## src/rtl/elevator_scan_ctrl.sv

```systemverilog
// N-floor elevator controller: latched floor calls, SCAN (collective) scheduling,
// prescaled travel and door-dwell timing, and a level-sensitive emergency stop.
module elevator_scan_ctrl #(
   parameter int unsigned N_FLOORS     = 4,
   parameter int unsigned TICK_DIV     = 50000000,
   parameter int unsigned TRAVEL_TICKS = 2,
   parameter int unsigned DOOR_TICKS   = 3,
   localparam int unsigned FW          = $clog2(N_FLOORS)
) (
   input  logic                clk,
   input  logic                rst,
   input  logic [N_FLOORS-1:0] call_req,
   input  logic                emergency_stop,
   output logic [FW-1:0]       cur_floor,
   output logic [N_FLOORS-1:0] floor_onehot,
   output logic [N_FLOORS-1:0] pending,
   output logic                moving,
   output logic                door_open,
   output logic                up_led,
   output logic                down_led,
   output logic                estop_active
);

   localparam int unsigned PW  = $clog2(TICK_DIV);
   localparam int unsigned TCW = (TRAVEL_TICKS > 1) ? $clog2(TRAVEL_TICKS) : 1;
   localparam int unsigned DCW = (DOOR_TICKS > 1) ? $clog2(DOOR_TICKS) : 1;

   typedef enum logic [1:0] {
      S_IDLE   = 2'd0,
      S_MOVING = 2'd1,
      S_DOOR   = 2'd2,
      S_ESTOP  = 2'd3
   } state_t;

   state_t              state;
   logic [PW-1:0]       pcnt;
   logic [TCW-1:0]      tcnt;
   logic [DCW-1:0]      dcnt;
   logic                dir;

   logic                tick;
   logic [N_FLOORS-1:0] pend_in;
   logic [FW-1:0]       nf;
   logic                above;
   logic                below;
   logic                nf_above;
   logic                nf_below;

   function automatic logic [N_FLOORS-1:0] onehot(input logic [FW-1:0] f);
      return N_FLOORS'(1) << f;
   endfunction

   // Prescaler tick, request merge, and the floor the car reaches next (clamped at the ends).
   always_comb begin
      tick    = (pcnt == PW'(TICK_DIV - 1));
      pend_in = pending | call_req;
      nf      = cur_floor;
      if (dir && (cur_floor != FW'(N_FLOORS - 1))) begin
         nf = cur_floor + FW'(1);
      end else if (!dir && (cur_floor != '0)) begin
         nf = cur_floor - FW'(1);
      end
   end

   // Outstanding requests relative to the current floor and to the floor being reached.
   always_comb begin
      above    = 1'b0;
      below    = 1'b0;
      nf_above = 1'b0;
      nf_below = 1'b0;
      for (int unsigned i = 0; i < N_FLOORS; i++) begin
         if (pending[i]) begin
            if (FW'(i) > cur_floor) above    = 1'b1;
            if (FW'(i) < cur_floor) below    = 1'b1;
            if (FW'(i) > nf)        nf_above = 1'b1;
            if (FW'(i) < nf)        nf_below = 1'b1;
         end
      end
   end

   always_ff @(posedge clk) begin
      if (rst) begin
         state        <= S_IDLE;
         pcnt         <= '0;
         tcnt         <= '0;
         dcnt         <= '0;
         dir          <= 1'b1;
         cur_floor    <= '0;
         floor_onehot <= N_FLOORS'(1);
         pending      <= '0;
         moving       <= 1'b0;
         door_open    <= 1'b0;
         up_led       <= 1'b0;
         down_led     <= 1'b0;
         estop_active <= 1'b0;
      end else begin
         pcnt         <= tick ? '0 : pcnt + PW'(1);
         pending      <= pend_in;
         moving       <= 1'b0;
         door_open    <= 1'b0;
         up_led       <= 1'b0;
         down_led     <= 1'b0;
         estop_active <= 1'b0;

         if (emergency_stop) begin
            // Floor, direction and requests hold; partial travel is thrown away.
            state        <= S_ESTOP;
            tcnt         <= '0;
            dcnt         <= '0;
            estop_active <= 1'b1;
         end else begin
            case (state)
               S_IDLE: begin
                  tcnt <= '0;
                  dcnt <= '0;
                  if (pending[cur_floor]) begin
                     state     <= S_DOOR;
                     door_open <= 1'b1;
                     pending   <= pend_in & ~onehot(cur_floor);
                  end else if (above && (dir || !below)) begin
                     state  <= S_MOVING;
                     dir    <= 1'b1;
                     moving <= 1'b1;
                     up_led <= 1'b1;
                  end else if (below) begin
                     state    <= S_MOVING;
                     dir      <= 1'b0;
                     moving   <= 1'b1;
                     down_led <= 1'b1;
                  end
               end

               S_MOVING: begin
                  moving   <= 1'b1;
                  up_led   <= dir;
                  down_led <= !dir;
                  if (tick) begin
                     if (tcnt == TCW'(TRAVEL_TICKS - 1)) begin
                        tcnt         <= '0;
                        cur_floor    <= nf;
                        floor_onehot <= onehot(nf);
                        if (pending[nf]) begin
                           state     <= S_DOOR;
                           dcnt      <= '0;
                           pending   <= pend_in & ~onehot(nf);
                           moving    <= 1'b0;
                           up_led    <= 1'b0;
                           down_led  <= 1'b0;
                           door_open <= 1'b1;
                        end else if (!(dir ? nf_above : nf_below)) begin
                           if (dir ? nf_below : nf_above) begin
                              dir      <= !dir;
                              up_led   <= !dir;
                              down_led <= dir;
                           end else begin
                              state    <= S_IDLE;
                              moving   <= 1'b0;
                              up_led   <= 1'b0;
                              down_led <= 1'b0;
                           end
                        end
                        // An end floor can only be left the other way.
                        if (nf == FW'(N_FLOORS - 1)) begin
                           dir <= 1'b0;
                        end else if (nf == '0) begin
                           dir <= 1'b1;
                        end
                     end else begin
                        tcnt <= tcnt + TCW'(1);
                     end
                  end
               end

               S_DOOR: begin
                  door_open <= 1'b1;
                  pending   <= pend_in & ~onehot(cur_floor);
                  if (call_req[cur_floor]) begin
                     dcnt <= '0;
                  end else if (tick) begin
                     if (dcnt == DCW'(DOOR_TICKS - 1)) begin
                        state     <= S_IDLE;
                        door_open <= 1'b0;
                        dcnt      <= '0;
                     end else begin
                        dcnt <= dcnt + DCW'(1);
                     end
                  end
               end

               S_ESTOP: begin
                  state <= S_IDLE;
                  tcnt  <= '0;
                  dcnt  <= '0;
               end

               default: state <= S_IDLE;
            endcase
         end
      end
   end

endmodule

```

## config.mk

```make
export PLATFORM = sky130hd
export DESIGN_NAME = elevator_scan_ctrl
export DESIGN_NICKNAME = d
export VERILOG_FILES = /design/src/rtl/elevator_scan_ctrl.sv
export SDC_FILE = /design/constraint.sdc
export NUM_CORES = 1
export LEC_CHECK = 0
export ABC_AREA = 1
export CAP_MARGIN = 20
export CORE_MARGIN = 2
export CORE_UTILIZATION = 40
export DETAILED_ROUTE_END_ITERATION = 8
export DONT_BUFFER_PORTS = 1
export PLACE_DENSITY = 0.62
export SLEW_MARGIN = 20
export SYNTH_ARGS = -nofsm -noshare
export SYNTH_HDL_FRONTEND = slang
export SYNTH_SLANG_ARGS = --single-unit
```

## constraint.sdc

```tcl
create_clock -name clk -period 2.4 [get_ports clk]
set_input_delay 0.48 -clock clk [delete_from_list [all_inputs] [get_ports clk]]
set_output_delay 0.48 -clock clk [all_outputs]
set_load 0.01 [all_outputs]
```

======== Word level (Yosys, flattened, before mapping) ========
Cells that the tools add are included.
storage, ports and cells
  bits in registers ....................... 47
  input port bits ......................... 7
  output and inout bits ................... 15
cells by class
  add/subtract/negate cells ............... 5
  order comparisons ....................... 18
  equality and inequality tests ........... 24
  shift operators ......................... 2
  multiplexer cells ....................... 116
  bitwise logic cells ..................... 6
  reductions and logical operators ........ 19
operators with widths
  cell                     count
  $mux W1                  79
  $mux W2                  20
  $add A26 B1 Y26 const B  1
  $eq A26 B26 Y1 const B   1
  $ne A3 B3 Y1 const B     7
  $mux W4                  5
  $ne A4 B4 Y1 const B     5
  $pmux W4 S3              1
  $ne A2 B2 Y1 const B     5
  $pmux W1 S2              5
  $reduce_and A9 Y1        1
  $and A4 B4 Y4            2
  $eq A2 B2 Y1 const B     4
  $gt A1 B2 Y1 const A     4
  $gt A2 B2 Y1 const A     4
  $lt A1 B2 Y1 const A     4
  $lt A2 B2 Y1 const A     4
  $not A4 Y4               2
  $pmux W2 S4              1
  $reduce_and A4 Y1        2
  $reduce_and A8 Y1        1
  $shl A1 B2 Y4 const A    2
  $bmux W1 S2              3
  $lt A2 B3 Y1 const B     2
  16 further kinds         25

======== Longest topological paths before layout ========
  word-level depth ........................ 22
  depth in mapped cells ................... 17
  depth with buffers taken out ............ 17

======== Worst setup path before layout ========
No wires, ideal clock.
  path kind ............................... flip-flop to flip-flop
  from .................................... register cur_floor[0]
  to ...................................... register state[1]
  library setup time ...................... 116 ps
  data arrival time ....................... 1951 ps
  data required time ...................... 2284 ps
  setup slack ............................. 333 ps
  stages on the path, launching flop included .. 14
  buffers on the path ..................... 0
  path through ............................ dfxtp_1 -> inv_2 -> ha_1 -> nand3_1 -> nand2_2 -> nand3_1 -> nand2_2 -> nand3_2 -> nor2_2 -> inv_1 -> nand2_2 -> nand2_2 -> o21ai_0 -> nor2_1
on the way
  longest elaborated chain between the ends .. 16
RTL lines
  what                                                                    RTL line  RTL
  start, declared                                                         14        output logic [FW-1:0] cur_floor,
  start signal, assigned                                                  140       cur_floor <= nf;
  parallel branches: the longest is 16 deep, another holds $sub A2 B1 Y2  n/a
  end signal, assigned                                                    83        state <= S_IDLE;
  end signal, assigned                                                    143       state <= S_DOOR;
  end signal, assigned                                                    156       state <= S_IDLE;
  end, declared                                                           35        state_t state;
Several ways; the timed one is not identified. The select of a mux whose other input is x is not followed.
A chain may end at the register's enable or synchronous reset.

======== Worst setup path after layout ========
  from .................................... register cur_floor[0]
  to ...................................... register pending[0]
on the way
  longest elaborated chain between the ends .. 12
RTL lines
  what                                                                    RTL line  RTL
  parallel branches: the longest is 10 deep, another holds $sub A2 B1 Y2  n/a
  $pmux W4 S3 (*)                                                         112       case (state)
  $mux W4 (*)                                                             105       if (emergency_stop) begin
  end signal, assigned                                                    98        pending <= pend_in;
  end signal, assigned                                                    119       pending <= pend_in & ~onehot(cur_floor);
  end signal, assigned                                                    145       pending <= pend_in & ~onehot(nf);
  end, declared                                                           16        output logic [N_FLOORS-1:0] pending,
Mark *: on every way between the ends. The select of a mux whose other input is x is not followed.

==> insert_results.sql <==
INSERT INTO impl_metrics (metric_group, metric, value, unit) VALUES
('sta', 'finalMaxSlewViolations', '0', ''),
('finish', 'diodes', '0', ''),
('floorplan', 'placement_rows', '30', ''),
('worst_setup_path', 'critical_path.n_buffers_inverters', '3', ''),
('outcome', 'status', 'complete, no violations', ''),
('finish', 'nFillCells', '699', ''),
('worst_setup_path', 'critical_path.max_stage_delay', '440', 'ps'),
('drt', 'detailroute.via_count', '2595', ''),
('finish', 'layout_commonest_cell', 'sky130_fd_sc_hd__nand2_1', ''),
('power_and_ir_drop', 'total_switching_power', '0.607', 'mW'),
('worst_setup_path', 'critical_path.top_delay_family', 'simple AND/OR/NAND/NOR gates', ''),
('clocking', 'cts_inserted_buffers', '5', ''),
('logic_synthesis', 'synth_top_flop_cell', 'sky130_fd_sc_hd__dfxtp_1', ''),
('sta', 'period_minus_slack', '2210', 'ps'),
('power_and_ir_drop', 'combPwrFrac', '24.9', '%'),
('sta', 'tns', '0', 'ps'),
('worst_setup_path', 'worst_setup_path_end_kind', 'flip-flop', ''),
('sta', 'post-route-period-util', '92.1', '%'),
('worst_setup_path', 'worst_r2r_startpoint', 'cur_floor[0]', ''),
('worst_hold_path', 'timing.hold.worst_endpoint', 'floor_onehot[2]', ''),
('worst_hold_path', 'hold_path_depth', '1', ''),
('logic_synthesis', 'yosys.area.top_type', 'sky130_fd_sc_hd__dfxtp_1', ''),
('sta', 'finalClockSkew', '11.2', 'ps'),
('sta', 'timing.hold.ws', '238', 'ps'),
('worst_setup_path', 'cpMaxStageDelayCell', 'sky130_fd_sc_hd__dfxtp_2', ''),
('grt', 'grt_antenna_before_repair', '0', ''),
('worst_setup_path', 'timing.reg2reg.setup_slack', '190', 'ps'),
('clocking', 'ctsHtreeMaxLevel', '2', ''),
('floorplan', 'start_util', '41.7', '%'),
('drt', 'remaining_drc_errors', '0', ''),
('floorplan', 'die_w', '88.6', 'microns'),
('finish', 'most-common-layout-cells', '78 x sky130_fd_sc_hd__nand2_1, 67 x sky130_fd_sc_hd__nor2_1, 51 x sky130_fd_sc_hd__inv_1', ''),
('placement', 'placement.cell_area', '2980', 'sq um'),
('finish', 'post_layout_nonfiller_instances', '524', ''),
('power_and_ir_drop', 'power_report.internal_total', '1.17', 'mW'),
('grt', 'grt.total_usage', '17.9', '%'),
('sta', 'tightest_slew', '465', 'ps'),
('clocking', 'cts-hold-fix-buffers', '0', ''),
('logic_synthesis', 'post_synthesis_average_cell_area', '6.79', 'sq um'),
('sta', 'slew-limit-headroom', '68.6', '%'),
('floorplan', 'die_h', '88.6', 'microns'),
('worst_setup_path', 'worst_setup_path_start_kind', 'flip-flop', ''),
('logic_synthesis', 'post_synthesis_net_count', '440', ''),
('power_and_ir_drop', 'clkPwrFrac', '26.7', '%'),
('placement', 'post-dp-hpwl', '5070', 'microns'),
('worst_hold_path', 'worstHoldPathType', 'input port to flip-flop', ''),
('logic_synthesis', 'synth.area.top_cells', 'sky130_fd_sc_hd__dfxtp_1 33%, sky130_fd_sc_hd__nand2_1 10%, sky130_fd_sc_hd__nor2_1 8.9%', ''),
('floorplan', 'die_area', '7860', 'sq um'),
('sta', 'number_of_hold_slack_violations_in_the_final_timing_report', '0', ''),
('clocking', 'cts_tree', 'built', ''),
('power_and_ir_drop', 'cellLeakagePower', '1.27', 'nW'),
('worst_setup_path', 'path_class', 'flip-flop to flip-flop', ''),
('finish', 'area_growth_syn_to_layout', '6.99', '%'),
('logic_synthesis', 'syn_inst', '422', ''),
('worst_setup_path', 'req_time_crit_path', '2600', 'ps'),
('clocking', 'cts_post_setup_buffers_inserted', '0', ''),
('placement', 'dp_cells', '516', ''),
('grt', 'grt_max_degree', '16', ''),
('logic_synthesis', 'yosys_warnings', '0', ''),
('sta', 'max_clock_freq', '452', 'MHz'),
('finish', 'utilization', '44.6', '%'),
('grt', 'grt_first_pass_wirelength', '11200', 'microns'),
('clocking', 'cts_resized', '1', ''),
('logic_synthesis', 'seq_area_frac_synth', '32.8', '%'),
('grt', 'via_count_of_the_first_global_routing_pass', '2453', ''),
('logic_synthesis', 'synth_async_sr_flop_share', '0', '%'),
('clocking', 'cts_sinks', '47', ''),
('clocking', 'clk_pin_slew', '90', 'ps'),
('drt', 'detail-route-antenna-nets', '0', ''),
('power_and_ir_drop', 'cellPowerDensity', '579', 'nW/um^2'),
('drt', 'routed_wl', '6490', 'microns');
## power by group through the flow
| stage | clock network (mW) | logic (mW) | registers, mW |
|---|---|---|---|
| 2_1_floorplan | 0 | 0.352 | 0.872 |
| 5_1_grt | 0.514 | 0.500 | 0.868 |
| 3_5_place_dp | 0 | 0.435 | 0.879 |
| 6_report | 0.474 | 0.442 | 0.860 |
| 4_1_cts | 0.486 | 0.437 | 0.861 |
| 3_3_place_gp | 0 | 0.436 | 0.880 |
## layer usage
metal | share of wire [%] | up-vias | routed length (microns) | GRT usage (%)
li1 | - | 1373 | - | -
met1 | 50 | 1169 | 3240 | 24.9
met2 | 45 | 50 | 2890 | 28.7
met3 | 5.3 | 3 | 342 | 3.82
met4 | 0.23 | 0 | 15 | 3.31
met5 | 0 | - | 0 | 0
## area by class of cell
class	count	area [sq um]	area share [%]
multi-input cells	309	1660	54.3
well taps	96	120	3.92
flip-flops and latches	47	942	30.7
inverters	60	228	7.43
clock buffers	7	76.3	2.49
clock inverters	1	5.00	0.163
repair buffers	4	30.0	0.980
## worst register-to-register path: stages, from the launching register on
cell and delay (ps):
sky130_fd_sc_hd__dfxtp_2 440, sky130_fd_sc_hd__inv_2 130, sky130_fd_sc_hd__ha_1 240, sky130_fd_sc_hd__inv_1 70, sky130_fd_sc_hd__nand2_2 70, sky130_fd_sc_hd__nand2_1 70, sky130_fd_sc_hd__nand2_2 80, sky130_fd_sc_hd__nand2_4 110
sky130_fd_sc_hd__nor2_2 60, sky130_fd_sc_hd__nand2_1 60, sky130_fd_sc_hd__nand2_1 80, sky130_fd_sc_hd__nor2_4 180, sky130_fd_sc_hd__nand2_1 90, sky130_fd_sc_hd__nand2_2 80, sky130_fd_sc_hd__nand3_2 140, sky130_fd_sc_hd__o21ai_1 160
sky130_fd_sc_hd__inv_1 50
## sequential cells by signal (all words and copies together) (netlist names)
signal,cells
pcnt,26
floor_onehot,4
pending,4
cur_floor,2
dcnt,2
state,2
dir,1
door_open,1
down_led,1
estop_active,1
moving,1
tcnt,1
up_led,1
## worst max-delay path by stage
stage | start | end | slack (ps) | cells after the start
5_1_grt | cur_floor[0] | pending[2] | 10 | 16
3_3_place_gp | cur_floor[0] | pending[2] | 90 | 16
2_1_floorplan | cur_floor[0] | state[1] | 330 | 13
4_1_cts | cur_floor[0] | pending[0] | 70 | 16
6_report | cur_floor[0] | pending[0] | 190 | 16
3_5_place_dp | pcnt[0] | pcnt[10] | 30 | 11
## synthesized netlist by cell type (2+ instances only)
cell                       instances
sky130_fd_sc_hd__nor2_4            4
sky130_fd_sc_hd__o21ai_1           8
sky130_fd_sc_hd__or2_2             2
sky130_fd_sc_hd__o22ai_1           4
sky130_fd_sc_hd__nor3b_1           2
sky130_fd_sc_hd__nand2_1          78
sky130_fd_sc_hd__nor3_2            4
sky130_fd_sc_hd__o21ai_0          13
sky130_fd_sc_hd__nand3_2           5
sky130_fd_sc_hd__nor3_1            5
sky130_fd_sc_hd__nor2_1           68
sky130_fd_sc_hd__xor2_1            5
sky130_fd_sc_hd__dfxtp_1          47
sky130_fd_sc_hd__inv_2             8
sky130_fd_sc_hd__ha_1             11
sky130_fd_sc_hd__a21oi_1          23
sky130_fd_sc_hd__buf_2             4
sky130_fd_sc_hd__o21a_1            3
sky130_fd_sc_hd__nand3_1          25
sky130_fd_sc_hd__nor2_2            5
sky130_fd_sc_hd__nor4_1            2
sky130_fd_sc_hd__inv_1            51
sky130_fd_sc_hd__a21boi_0          2
sky130_fd_sc_hd__nand4_1          11
sky130_fd_sc_hd__a31oi_1           3
sky130_fd_sc_hd__o21ai_2           2
sky130_fd_sc_hd__nand2_2          15
## kinds of logic after synthesis
| kind of cell | count (synthesis) | synth area share [%] |
|---|---|---|
| buffers and inverters | 66 | 9.17 |
| adder cells (fa/ha/maj) | 11 | 4.80 |
| flip-flops | 47 | 32.8 |
| XOR/XNOR | 6 | 1.83 |
| AND/OR/NAND/NOR | 231 | 39.2 |
| AO/OA/AOI/OAI | 61 | 12.2 |
(Power assumes the default switching activity.)
